==> config.mk <==
export PLATFORM = sky130hd
export DESIGN_NAME = ex_div_unit
export DESIGN_NICKNAME = d
export VERILOG_FILES = /design/src/rtl/ex_div_unit_pkg.sv /design/src/rtl/ex_div_unit_div_step.sv /design/src/rtl/ex_div_unit.sv
export SDC_FILE = /design/constraint.sdc
export NUM_CORES = 1
export LEC_CHECK = 0
export BUFFER_PORTS_ARGS = -buffer_cell sky130_fd_sc_hd__buf_2
export CAP_MARGIN = 20
export CORE_ASPECT_RATIO = 1.4
export CORE_MARGIN = 2
export CORE_UTILIZATION = 35
export CTS_CLUSTER_SIZE = 14
export DETAILED_ROUTE_END_ITERATION = 8
export HOLD_SLACK_MARGIN = 0.08
export PLACE_DENSITY_LB_ADDON = 0.15
export SETUP_SLACK_MARGIN = 0.15
export SKIP_LAST_GASP = 1
export SLEW_MARGIN = 0
export SYNTH_ARGS = -nofsm -noshare
export SYNTH_HDL_FRONTEND = slang
export SYNTH_SLANG_ARGS = --single-unit
export TNS_END_PERCENT = 20
==> constraint.sdc <==
create_clock -name clk -period 14.2 [get_ports clk]
set_input_delay 3.55 -clock clk [delete_from_list [all_inputs] [get_ports clk]]
set_output_delay 3.55 -clock clk [all_outputs]
set_load 0.005 [all_outputs]
==> src/rtl/ex_div_unit_pkg.sv <==
// Shared types and constants for the EX-stage multi-cycle divider.
package ex_div_unit_pkg;

    localparam int unsigned DivWidth = 32;

    typedef enum logic [1:0] {
        StIdle = 2'd0,
        StCalc = 2'd1,
        StDone = 2'd2
    } div_state_e;

endpackage

==> src/rtl/ex_div_unit_div_step.sv <==
// One restoring-division iteration on a {remainder, quotient} partial register.
module ex_div_unit_div_step #(
    parameter int unsigned WIDTH = 32
) (
    input  logic [2*WIDTH:0]  partial_i,
    input  logic [WIDTH-1:0]  divisor_i,
    output logic [2*WIDTH:0]  partial_o
);

    logic [2*WIDTH:0] shifted;
    logic [WIDTH+1:0] trial;

    always_comb begin
        shifted   = partial_i << 1;
        trial     = {1'b0, shifted[2*WIDTH:WIDTH]} - {2'b00, divisor_i};
        partial_o = shifted;
        // MSB of trial is the borrow: set means the divisor did not fit.
        if (!trial[WIDTH+1]) begin
            partial_o[2*WIDTH:WIDTH] = trial[WIDTH:0];
            partial_o[0]             = 1'b1;
        end
    end

endmodule

==> src/rtl/ex_div_unit.sv <==
// Multi-cycle DIV/DIVU engine for the EX stage: one restoring step per cycle,
// sign handled by magnitude division plus a final fix-up.
module ex_div_unit
    import ex_div_unit_pkg::*;
#(
    parameter int unsigned WIDTH = DivWidth
) (
    input  logic               clk,
    input  logic               rst,
    input  logic               start_i,
    input  logic               signed_i,
    input  logic [WIDTH-1:0]   opdata1_i,
    input  logic [WIDTH-1:0]   opdata2_i,
    input  logic               annul_i,
    output logic [2*WIDTH-1:0] result_o,
    output logic               ready_o,
    output logic               stallreq_o
);

    localparam int unsigned CntW = $clog2(WIDTH);

    div_state_e         state_q;
    logic [CntW-1:0]    cnt_q;
    logic [2*WIDTH:0]   partial_q;
    logic [WIDTH-1:0]   divisor_q;
    logic               neg_quot_q;
    logic               neg_rem_q;
    logic [2*WIDTH-1:0] result_q;
    logic               ready_q;

    logic [2*WIDTH:0]   partial_next;
    logic               op1_neg;
    logic               op2_neg;
    logic [WIDTH-1:0]   op1_abs;
    logic [WIDTH-1:0]   op2_abs;
    logic [WIDTH-1:0]   quot_fix;
    logic [WIDTH-1:0]   rem_fix;
    logic               unused_partial_top;

    ex_div_unit_div_step #(
        .WIDTH (WIDTH)
    ) u_div_step (
        .partial_i (partial_q),
        .divisor_i (divisor_q),
        .partial_o (partial_next)
    );

    // The remainder always fits in WIDTH bits, so the extra partial bit is dropped.
    assign unused_partial_top = partial_next[2*WIDTH];

    always_comb begin
        op1_neg  = signed_i & opdata1_i[WIDTH-1];
        op2_neg  = signed_i & opdata2_i[WIDTH-1];
        op1_abs  = op1_neg ? (~opdata1_i + 1'b1) : opdata1_i;
        op2_abs  = op2_neg ? (~opdata2_i + 1'b1) : opdata2_i;
        quot_fix = neg_quot_q ? (~partial_next[WIDTH-1:0] + 1'b1) : partial_next[WIDTH-1:0];
        rem_fix  = neg_rem_q ? (~partial_next[2*WIDTH-1:WIDTH] + 1'b1)
                             : partial_next[2*WIDTH-1:WIDTH];
    end

    always_ff @(posedge clk or negedge rst) begin
        if (!rst) begin
            state_q    <= StIdle;
            cnt_q      <= '0;
            partial_q  <= '0;
            divisor_q  <= '0;
            neg_quot_q <= 1'b0;
            neg_rem_q  <= 1'b0;
            result_q   <= '0;
            ready_q    <= 1'b0;
        end else begin
            ready_q <= 1'b0;
            if (annul_i) begin
                state_q <= StIdle;
                cnt_q   <= '0;
            end else begin
                unique case (state_q)
                    StIdle: begin
                        if (start_i) begin
                            if (opdata2_i == '0) begin
                                // Divide-by-zero: raw dividend as remainder, all-ones quotient.
                                result_q <= {opdata1_i, {WIDTH{1'b1}}};
                                ready_q  <= 1'b1;
                                state_q  <= StDone;
                            end else begin
                                partial_q  <= {{(WIDTH + 1){1'b0}}, op1_abs};
                                divisor_q  <= op2_abs;
                                neg_quot_q <= op1_neg ^ op2_neg;
                                neg_rem_q  <= op1_neg;
                                cnt_q      <= '0;
                                state_q    <= StCalc;
                            end
                        end
                    end
                    StCalc: begin
                        partial_q <= partial_next;
                        cnt_q     <= cnt_q + CntW'(1);
                        if (cnt_q == CntW'(WIDTH - 1)) begin
                            result_q <= {rem_fix, quot_fix};
                            ready_q  <= 1'b1;
                            state_q  <= StDone;
                        end
                    end
                    StDone: begin
                        state_q <= StIdle;
                    end
                    default: begin
                        state_q <= StIdle;
                    end
                endcase
            end
        end
    end

    assign result_o   = result_q;
    assign ready_o    = ready_q;
    assign stallreq_o = start_i & ~ready_q;

endmodule

* Word level (Yosys, flattened, before mapping)
Cells that the tools add are included.
** Operators by class
- Add/sub/neg operators :: 6
- $mul :: 0
- Divide/modulo/power cells :: 0
- Magnitude comparators :: 0
- Eq/ne operators :: 9
- Shift-type cells :: 0
- Muxes and demuxes :: 27
- Bitwise gates (word level) :: 11
- Reduce and logical (&&, ||, !) cells :: 9
** Operators with widths (count)
- $mux 64 :: 5
- $pmux 64 s2 :: 2
- $mux 32 :: 5
- $add 32x1->32 const B :: 4
- $not 32->32 :: 4
- $sub 33x32->34 :: 1
- $logic_not 32->1 :: 1
- $mux 5 :: 3
- $pmux 5 s2 :: 1
- $ne 3x3->1 const B :: 3
- $mux 2 :: 4
- $ne 2x2->1 const B :: 4
- $reduce_and 4->1 :: 2
- $add 5x1->5 const B :: 1
- $eq 5x5->1 const B :: 1
- $mux 1 :: 5
- $reduce_and 5->1 :: 1
- $pmux 2 s2 :: 1
- $and 1x1->1 :: 3
- $not 1->1 :: 3
- $reduce_and 3->1 :: 1
- $reduce_bool 3->1 :: 1
- $eq 2x1->1 const B :: 1
- $logic_not 2->1 :: 1
- 4 further kinds :: 4
** Storage, ports and cells
- Register bits after elaboration :: 170
- Latch bits :: 0
- RAM bits :: 0
- ROM bits :: 0
- Bits of input ports :: 69
- Output and inout port bits :: 66
- Word-level logic and storage cells :: 70
- Memories :: 0

* Longest topological paths before layout
Gate-level depths: netlist (run 1).
- Depth after elaboration :: 7
- Depth in mapped cells :: 25
- Depth with buffers taken out :: 20

* Hierarchy
From an unflattened synthesis (run 1), not the netlist that was laid out.
** Second synthesis, totals
- Cell total of the unflattened synthesis :: 1519
- Area total of the unflattened synthesis :: 12350.6 sq um
** Modules (own cells, without submodules)
- ex_div_unit :: instances 1, cells an instance 1123, area each 9736.8 sq um, sequential area each 4279.1 sq um
- ex_div_unit_div_step :: instances 1, cells an instance 396, area each 2613.8 sq um, sequential area each 0.0 sq um

* Worst setup path before layout (run 1)
No wires, ideal clock.
- Path kind :: input port to output port
- Start point :: input port start_i
- End point :: output port stallreq_o
- Arrival :: 3.681 ns
- Data required time :: 10.650 ns
- Setup slack :: 6.969 ns
- Cell stages on the path :: 1
- Path buffers :: 0
- Path through :: nor2b_1
** Between the ends
- Longest elaborated chain between the ends :: 1
** Ends and longest elaborated chain
- start, declared :: line ex_div_unit.sv:10 : input logic start_i,
- $and 1x1->1 :: line ex_div_unit.sv:117 : assign stallreq_o = start_i & ~ready_q;
- end, declared :: line ex_div_unit.sv:17 : output logic stallreq_o
No other way between the ends.

* Worst setup path in the final report (run 1)
- Start point :: input port opdata2_i[3]
- End point :: register result_q[63] (netlist: result_o[63])
** Between the ends
- Longest elaborated chain between the ends :: 3
** Ends and longest elaborated chain
- start, declared :: line ex_div_unit.sv:13 : input logic [WIDTH-1:0] opdata2_i,
- $logic_not 32->1 :: line ex_div_unit.sv:80 : if (opdata2_i == '0) begin
- $ne 2x2->1 (no line)
- $reduce_and 5->1 (no line)
- end signal, assigned :: line ex_div_unit.sv:82 : result_q <= {opdata1_i, {WIDTH{1'b1}}};
- end signal, assigned :: line ex_div_unit.sv:99 : result_q <= {rem_fix, quot_fix};
- end, declared :: line ex_div_unit.sv:28 : logic [2*WIDTH-1:0] result_q;
No other way between the ends.
A chain may end at the register's enable or synchronous reset.

==> results.py, run 1 <==
metrics = {
    "grt": {
        "grt_usage_pct": 20.1,
        "grt_max_degree": 98,
        "grt_overflow": 0,
        "first_global_vias": 10400,
        "antenna_found_initial": 1,
        "grt_pass1_wl_mm": 56.9,
    },
    "finish": {
        "fillCellCount": 3603,
        "drive_gt1_share_pct": 13.2,
        "final_net_count": 1681,
        "area_growth_pct": 12.8,
        "layout_common_cells": "180 x nor2_1, 177 x nand2_1, 177 x a21oi_1, 170 x dfrtp_1, 154 x o21ai_0",
        "final_area_um2": 13500,
        "layout_commonest_cell": "nor2_1",
        "final-seq-area_um2": 4250,
        "multi_input_area_um2": 7160,
    },
    "critical_path": {
        "crit_type": "primary input to register",
        "cp_slowest_stage_delay_ns": 0.54,
        "cp.required_ns": 14.55,
        "crit_path_frequent_cell": "nand2_1",
        "arrival_ns": 7.86,
        "end_kind": "register",
        "path_cells": "buf_2, nor3_1, nand4_1, nor3_2, and3_1, nand2_1, or3_1, or3b_2, a211o_1, buf_4, inv_2, nand2_1, a2111o_1, o211ai_1",
        "critPathLaunchType": "primary input",
        "cp_slowest_cell": "inv_2",
        "worst-path-max-fanout": 45,
    },
    "logic_synthesis": {
        "synthesis.area_um2": 11900,
        "synth_simple_gate_area_share_pct": 19.6,
        "synth_top_area_share_pct": 35.6,
        "synth_compound_area_share_pct": 24.6,
        "synthArstFlopShare_pct": 100,
        "synth_area_leaders": "dfrtp_1 36%, a21oi_1 7.4%, o21ai_0 6.5%",
        "synth_adder_area_share_pct": 4.15,
        "synth_edf_count": 0,
        "synth_seq_cells": 170,
        "synth_top_family_by_area": "compound AO/OA/AOI/OAI gates",
        "synth.largest_area_cell": "dfrtp_1",
        "synth_cell_type_count": 79,
        "ys_warn_count": 0,
        "synthXorXnorAreaFrac_pct": 9.90,
        "synth_nets": 1600,
        "syn_area_per_cell_um2": 8.01,
        "ys.flop_type": "dfrtp_1",
        "synthCells": 1492,
        "synth-seq-area-share_pct": 35.6,
        "synthMuxAreaShare_pct": 1.52,
    },
    "detailed_routing": {
        "routed_wirelength_mm": 35.6,
        "dr.pass1.iters": 5,
        "drt_iter0_drc": 734,
        "wl_per_cell_um": 17.5,
        "viasPerCell": 5.33,
        "vias": 10900,
        "ant_nets": 0,
        "drc": 0,
    },
    "floorplanning": {
        "pin_count": 135,
        "die_y_um": 223,
        "rows": 80,
        "die_width_um": 160,
        "initial_utilization_pct": 35.3,
        "fp.dieArea_um2": 35700,
        "core_um2": 33800,
    },
    "cts": {
        "htreeDepth": 4,
        "cts_tree": "built",
        "cts_buffers": 17,
        "cts_setup_buffers": 0,
        "cts_resized": 0,
        "cts.sinks": 170,
        "cts-root-buf": "clkbuf_16",
        "path_clk_slew_ns": 0.07,
        "cts_buffer_depth": 2,
        "postCtsHoldBufs": 0,
        "clk_latency_ns": 0.43,
    },
    "sta": {
        "fmaxAchievable_mhz": 133,
        "hold_viol": 0,
        "slew_violations": 0,
        "skew_ns": 0.00983,
        "fin_ws_ns": 6.69,
        "finalSetupViolations": 0,
        "worstMarginPinSlew_ns": 1.01,
        "slew_headroom_pct": 32.4,
        "rsz0062_at_grt": "no",
        "tns_ns": 0,
        "fin_crit_ns": 7.51,
        "period_share_pct": 52.9,
    },
    "placed_design": {
        "post-place-ws_ns": 5.80,
        "place_area_um2": 12900,
        "hpwl_mm": 27.4,
        "portBuffers": 134,
        "routabilityCongestion": 0.890,
    },
    "power": {
        "ir_drop_uv": 55.0,
        "p_per_area_nw_per_um2": 99.1,
        "p_leak_nw": 5.81,
    },
    "worst_hold_path": {
        "hold_class": "register to register",
    },
    "outcome": {
        "status": "finished clean",
    },
    "job": {
        "maxCapViolations": 0,
    },
}
## worst max-delay path, delay by kind of cell
kind / cells / cell delay [ns]
simple gates: 8 / 2.61
buf+inv: 3 / 0.92
compound gates: 3 / 0.75
## per-stage QoR
| stage | utilization, % | hold slack [ns] | total power, mW | cells |
|---|---|---|---|---|
| floorplan | - | 0.450 | 0.809 | 1492 |
| global placement | 38.2 | 0.467 | 0.910 | 2003 |
| detailed placement | 38.2 | 0.471 | 0.915 | 2003 |
| CTS | 39.7 | 0.485 | 1.35 | 2035 |
| global route | 39.8 | 0.501 | 1.42 | 2038 |
| finish | 39.8 | 0.481 | 1.34 | 2038 |
## cells by family after synthesis
logic type / count (synthesis)
AOI/OAI and AO/OA: 487
xor gates and xnor gates: 135
adders and majority gates: 39
buffers and inverters: 132
DFF: 170
muxes: 18
and+or+nand+nor: 511
## sequential cells by signal, indices dropped and copies added, names as in the netlist
signal / count
partial_q: 64
result_o: 64
divisor_q: 32
cnt_q: 5
state_q: 2
neg_quot_q: 1
neg_rem_q: 1
ready_o: 1
## power by group
part	switching, mW	internal (mW)
Sequential	0.0422	0.527
Clock	0.203	0.229
Combinational	0.209	0.126
Total	0.455	0.881
## layer usage
layer,routed length [um],share of wire [%],global-route usage [%],vias to the layer above
met4,1080,3.0,7.73,0
met2,17800,50,35.4,248
li1,-,-,-,5462
met5,0,0,0,-
met3,1120,3.1,2.41,46
met1,15700,44,25.0,5100
## synthesized netlist by cell type, drive strengths merged (14+ instances only)
master  instances
a21oi         182
a31oi          22
buf            30
clkbuf         55
dfrtp         170
ha             38
inv            47
mux2i          17
nand2         177
nand3          14
nor2          181
nor3           20
o21ai         157
o31ai          27
or3            21
or4            25
xnor2          51
xor2           84
## area by class of cell
cell class | instances | area share [%]
clock buffers | 22 | 3.37
well taps | 451 | 4.19
repair buffers | 147 | 5.95
flip-flops and latches | 170 | 31.6
clock inverters | 10 | 0.529
multi-input cells | 1190 | 53.1
diodes | 1 | 0.0186
inverters | 47 | 1.31
## final timing paths
| path | startpoint | end | slack (ns) | depth (start not counted) |
|---|---|---|---|---|
| max in group asynchronous | rst | divisor_q[24] | 9.86 | 2 |
| max reg2reg | partial_q[39] | result_o[56] | 8.69 | 19 |
| min | result_o[32] | result_o[32] | 0.48 | 1 |
| max | opdata2_i[3] | result_o[63] | 6.69 | 14 |
| min in group asynchronous | rst | result_o[29] | 3.04 | 1 |
| min reg2reg | result_o[32] | result_o[32] | 0.48 | 1 |
Note: power is estimated with default switching activity, not from simulation.
==> inputs of run 2 (changes only) <==
Settings changed: ABC_AREA set to 1.
Clock period 14.2 ns to 6.5 ns, I/O delays scaled along.
==> results.py, run 2 <==
metrics = {
    "floorplanning": {
        "die_y_um": 234,
        "rows": 84,
        "initial_utilization_pct": 35.4,
        "pin_count": 135,
        "core_um2": 37500,
        "fp.dieArea_um2": 39500,
        "die_width_um": 169,
    },
    "logic_synthesis": {
        "synthCells": 2064,
        "synthArstFlopShare_pct": 100,
        "ys_warn_count": 0,
        "synth.largest_area_cell": "dfrtp_1",
        "synth_commonest_cells": "648 x nand2_1, 279 x inv_1, 195 x nor2_1",
        "synth_nets": 2172,
        "synthesis.area_um2": 13300,
        "synth_seq_cells": 170,
        "synth_most_common_cell": "nand2_1",
        "synth-seq-area-share_pct": 32.1,
        "synth_cell_type_count": 56,
        "ys.flop_type": "dfrtp_1",
        "synth_top_area_share_pct": 32.1,
        "syn_area_per_cell_um2": 6.43,
        "synth_area_leaders": "dfrtp_1 32%, nand2_1 18%, inv_1 7.9%",
        "synth_edf_count": 0,
    },
    "sta": {
        "tns_ns": 0,
        "slew_headroom_pct": 34.1,
        "hold_viol": 0,
        "worstMarginPinSlew_ns": 0.988,
        "fmaxAchievable_mhz": 210,
        "slew_violations": 0,
        "skew_ns": 0.0112,
        "rsz0062_at_grt": "no",
        "fin_crit_ns": 4.77,
        "period_share_pct": 73.4,
        "finalSetupViolations": 0,
    },
    "detailed_routing": {
        "routed-wl-met3_mm": 1.33,
        "dr.max_layer_used": "met4",
        "drt-met1-wl_mm": 19.0,
        "wl_per_cell_um": 16.4,
        "dr.pass1.iters": 5,
        "route.met2.wl_mm": 21.9,
        "vias": 13200,
        "ant_nets": 0,
        "routed_wirelength_mm": 43.4,
        "viasPerCell": 5.00,
        "drc": 0,
        "drt_iter0_drc": 838,
    },
    "cts": {
        "clk_latency_ns": 0.46,
        "cts_buffer_depth": 2,
        "htreeDepth": 4,
        "cts_buffers": 17,
        "cts_tree": "built",
        "postCtsHoldBufs": 0,
        "path_clk_slew_ns": 0.07,
        "cts-root-buf": "clkbuf_16",
        "cts_setup_buffers": 0,
        "cts.sinks": 170,
        "cts_resized": 0,
    },
    "worst_hold_path": {
        "worstHoldPathCells": 2,
        "hold_end": "result_o[19]",
        "hp-start": "result_o[19]",
        "hold_class": "register to register",
    },
    "critical_path": {
        "timing.rr.start": "partial_q[33]",
        "arrival_ns": 5.15,
        "r2r_slack_ns": 1.73,
        "critPathLaunchType": "register",
        "crit_type": "register to register",
        "timing.rr.end": "result_o[30]",
        "end_kind": "register",
        "cp.required_ns": 6.88,
        "worst-path-max-fanout": 51,
        "reg2reg_depth": 26,
    },
    "power": {
        "p_per_area_nw_per_um2": 487,
        "p_leak_nw": 7.67,
        "ir_drop_uv": 216,
    },
    "finish": {
        "multi_input_area_um2": 7620,
        "layout_commonest_cell": "nand2_1",
        "final_net_count": 2272,
        "drive_gt1_share_pct": 11.9,
        "area_growth_pct": 12.7,
        "diodes": 0,
        "final-seq-area_um2": 4250,
        "fin_util_pct": 39.9,
        "fillCellCount": 4144,
        "layout_common_cells": "648 x nand2_1, 278 x inv_1, 193 x nor2_1, 170 x dfrtp_1, 143 x nand3_1",
    },
    "placed_design": {
        "portBuffers": 134,
        "hpwl_mm": 34.3,
        "routabilityCongestion": 0.945,
    },
    "grt": {
        "antenna_found_initial": 0,
        "first_global_vias": 12900,
        "grt_usage_pct": 22.5,
        "grt_pass1_wl_mm": 69.6,
        "grt_max_degree": 99,
        "grt_overflow": 0,
    },
    "job": {
        "maxCapViolations": 0,
    },
    "outcome": {
        "status": "finished clean",
    },
}
-- run 2: changes by cell type in the layout (fill, tap and decap cells not counted), sizes merged, moves of 29 or more --
cell	delta
nand3	+134
xnor2	-34
a21oi	-99
nand2	+494
xor2	-48
inv	+249
nor2	+29
-- run 2: worst max path at each step --
stage	slack [ns]	from	to
after global placement	1.80	partial_q[33]	result_o[30]
after detailed placement	1.74	partial_q[33]	result_o[30]
after CTS	1.70	partial_q[33]	result_o[30]
final	1.73	partial_q[33]	result_o[30]
after floorplan	2.79	partial_q[47]	result_o[30]
after global routing	1.34	partial_q[34]	result_o[30]
-- run 2: metrics by stage --
step | total power, mW | cells | cell area (um2) | hold slack (ns) | worst slack, ns
after floorplan | 4.95 | 2064 | 13300 | 0.448 | 2.79
after global placement | 6.19 | 2618 | 14400 | 0.457 | 1.80
after detailed placement | 6.22 | 2618 | 14400 | 0.461 | 1.74
after CTS | 7.32 | 2650 | 15000 | 0.481 | 1.70
after global routing | 8.03 | 2650 | 15000 | 0.506 | 1.34
final | 7.29 | 2650 | 15000 | 0.476 | 1.73
-- run 2: cell type report --
type                            count  share of cell area (%)
Clock buffer                       18                    2.87
Clock inverter                     14                    1.10
Inverter                          295                    7.41
Multi-Input combinational cell   1531                    50.9
Sequential cell                   170                    28.4
Tap cell                          473                    3.96
Timing Repair Buffer              149                    5.28
-- run 2: routing by layer --
layer	track usage, %	vias to the layer above
li1	-	6864
met2	40.8	302
met1	27.5	6013
met5	0	-
met4	8.16	0
met3	2.50	59
-- run 2: cell families (layout without fill, tap and decap cells) --
family                   after synthesis  after routing  synth area share [%]
AND/OR/NAND/NOR                     1110           1110                  35.5
XOR/XNOR                              53             53                  3.50
AO/OA/AOI/OAI                        329            329                  14.5
flip-flops                           170            170                  32.1
adder cells (fa/ha/maj)               39             39                  3.73
buffers and inverters                363            476                  10.7
-- run 2: critical path, cell delays in order, from the launching register on --
cell and delay [ns]:
dfrtp_1 0.44, ha_1 0.41, nand2_1 0.10, nand2_1 0.06, nand2_1 0.06, nand2_1 0.05, nand2_1 0.06, nand3_2 0.13
nand2_2 0.11, nand2_2 0.07, nand2_4 0.21, nand2_8 0.26, inv_2 0.33, ha_1 0.25, nand3_1 0.15, nor3_2 0.18
nand3_1 0.15, nor3_2 0.25, nand4_1 0.20, nand3b_1 0.28, nor2_1 0.18, nor2_1 0.09, a21oi_2 0.22, o21ai_0 0.16
nor2_1 0.11, nor2_1 0.04, a21oi_1 0.11
-- run 2: power by group --
part           leakage (nW)  total [mW]  switching, mW  internal (mW)
registers              2.09        1.74          0.300           1.44
clock network         0.291        1.07          0.496          0.578
logic                  5.29        4.47           3.03           1.45
==> inputs of run 3 (changes only) <==
Settings changed: ABC_AREA 1 to 0.
Clock period 6.5 ns to 4.2 ns, I/O delays scaled along.
==> results.py, run 3 (synthesis results as in run 1) <==
metrics = {
    "cts": {
        "postCtsHoldBufs": 0,
        "path_clk_slew_ns": 0.07,
        "cts.sinks": 170,
        "cts_buffers": 17,
        "htreeDepth": 4,
        "clk_latency_ns": 0.46,
        "cts_tree": "built",
        "cts_buffer_depth": 2,
        "cts-root-buf": "clkbuf_16",
    },
    "finish": {
        "final_area_um2": 15600,
        "area_growth_pct": 30.4,
        "layout_common_cells": "200 x buf_4, 177 x nor2_1, 171 x nand2_1, 170 x dfrtp_1, 169 x a21oi_1",
        "diodes": 0,
        "final_net_count": 1882,
        "layout_commonest_cell": "buf_4",
        "drive_gt1_share_pct": 26.3,
    },
    "power": {
        "power_mw": 5.11,
        "cell_internal_pwr_mw": 3.44,
        "p_sw_mw": 1.68,
        "comb_power_share_pct": 28.9,
        "ir_drop_uv": 219,
        "swShare_pct": 32.8,
        "seqPwrFrac_pct": 37.3,
        "p_per_area_nw_per_um2": 328,
        "p_leak_nw": 6.91,
        "clkPwrFrac_pct": 33.8,
    },
    "critical_path": {
        "end_kind": "register",
        "critPathLaunchType": "primary input",
        "cp.required_ns": 4.59,
        "arrival_ns": 4.49,
        "crit_type": "primary input to register",
        "worst-path-max-fanout": 6,
    },
    "floorplanning": {
        "pin_count": 135,
        "core_um2": 33800,
        "initial_utilization_pct": 35.3,
        "die_y_um": 223,
        "die_width_um": 160,
        "rows": 80,
        "fp.dieArea_um2": 35700,
    },
    "grt": {
        "antenna_found_initial": 0,
        "grt_max_degree": 88,
        "first_global_vias": 11400,
        "grt_usage_pct": 21.9,
        "grt_pass1_wl_mm": 61.6,
        "grt_overflow": 0,
    },
    "detailed_routing": {
        "ant_nets": 0,
        "vias": 11700,
        "wl_per_cell_um": 17.6,
        "drt_iter0_drc": 647,
        "dr.pass1.iters": 5,
        "drc": 0,
        "viasPerCell": 5.22,
        "routed_wirelength_mm": 39.4,
    },
    "sta": {
        "finalSetupViolations": 0,
        "period_share_pct": 97.6,
        "hold_viol": 0,
        "rsz0062_at_grt": "yes",
        "fmaxAchievable_mhz": 244,
        "tns_ns": 0,
        "fin_ws_ns": 0.0989,
        "slew_violations": 0,
        "worstMarginPinSlew_ns": 1.05,
        "slew_headroom_pct": 29.6,
        "skew_ns": 0.0106,
        "fin_crit_ns": 4.10,
    },
    "placed_design": {
        "hpwl_mm": 30.8,
        "place_area_um2": 14600,
        "portBuffers": 134,
        "routabilityCongestion": 0.899,
        "post-place-ws_ns": -0.319,
    },
    "outcome": {
        "status": "finished clean",
    },
    "worst_hold_path": {
        "hold_class": "register to register",
    },
    "job": {
        "maxCapViolations": 0,
    },
}
run 3: worst max-delay path, cell delays in order:
cell	delay, ns
buf_2	0.16
nor4_1	0.91
nand2_1	0.20
or4_1	0.57
or4_1	0.55
or4_1	0.46
o21ai_0	0.14
and3_1	0.22
a211oi_1	0.07
a21oi_1	0.15
run 3: power by group through the flow:
| stage | logic (mW) | registers (mW) | clock network (mW) |
|---|---|---|---|
| 2_1_floorplan | 0.849 | 1.91 | 0 |
| 3_3_place_gp | 1.38 | 1.94 | 0 |
| 3_5_place_dp | 1.39 | 1.95 | 0 |
| 4_1_cts | 1.42 | 1.92 | 1.76 |
| 5_1_grt | 1.65 | 1.93 | 1.83 |
| 6_report | 1.48 | 1.91 | 1.73 |
run 3: final timing paths:
check / startpoint / end / depth (start not counted) / slack (ns)
min in group asynchronous: rst / result_o[30] / 1 / 0.55
max reg2reg: divisor_q[1] / result_o[60] / 21 / 0.11
min reg2reg: divisor_q[22] / divisor_q[22] / 2 / 0.48
max in group asynchronous: rst / partial_q[60] / 2 / 2.86
max: opdata1_i[5] / partial_q[31] / 10 / 0.1
min: divisor_q[22] / divisor_q[22] / 2 / 0.48
run 3: per-stage QoR:
stage	utilization, %	instances	hold slack (ns)
final	46.0	2238	0.481
after global routing	46.0	2238	0.517
after CTS	45.2	2231	0.488
after detailed placement	43.0	2195	0.473
after global placement	43.0	2195	0.468
after floorplan	-	1492	0.450
run 3: layer usage:
metal / track usage (%) / vias to the layer above / part of all wire (%)
met2: 38.6 / 270 / 50
met4: 10.1 / 0 / 4.0
met1: 26.5 / 5496 / 43
li1: - / 5864 / -
met3: 2.99 / 60 / 3.6
met5: 0 / - / 0
run 3: area by class of cell:
type                       count  area, um2
fill                        3497      18300
multi-input combinational   1190       7520
tap                          451        564
clock inverter                11        159
timing repair buffer         348       2430
sequential                   170       4250
inverter                      47        176
clock buffer                  21        470
run 3: what timing repair did:
item                       4_1_cts  5_1_grt
gates cloned                     0        0
buffers inserted                 4        6
gates resized for setup         18       41
setup endpoints to repair       25       39
pin swaps                       11       21
hold endpoints to repair         0        0
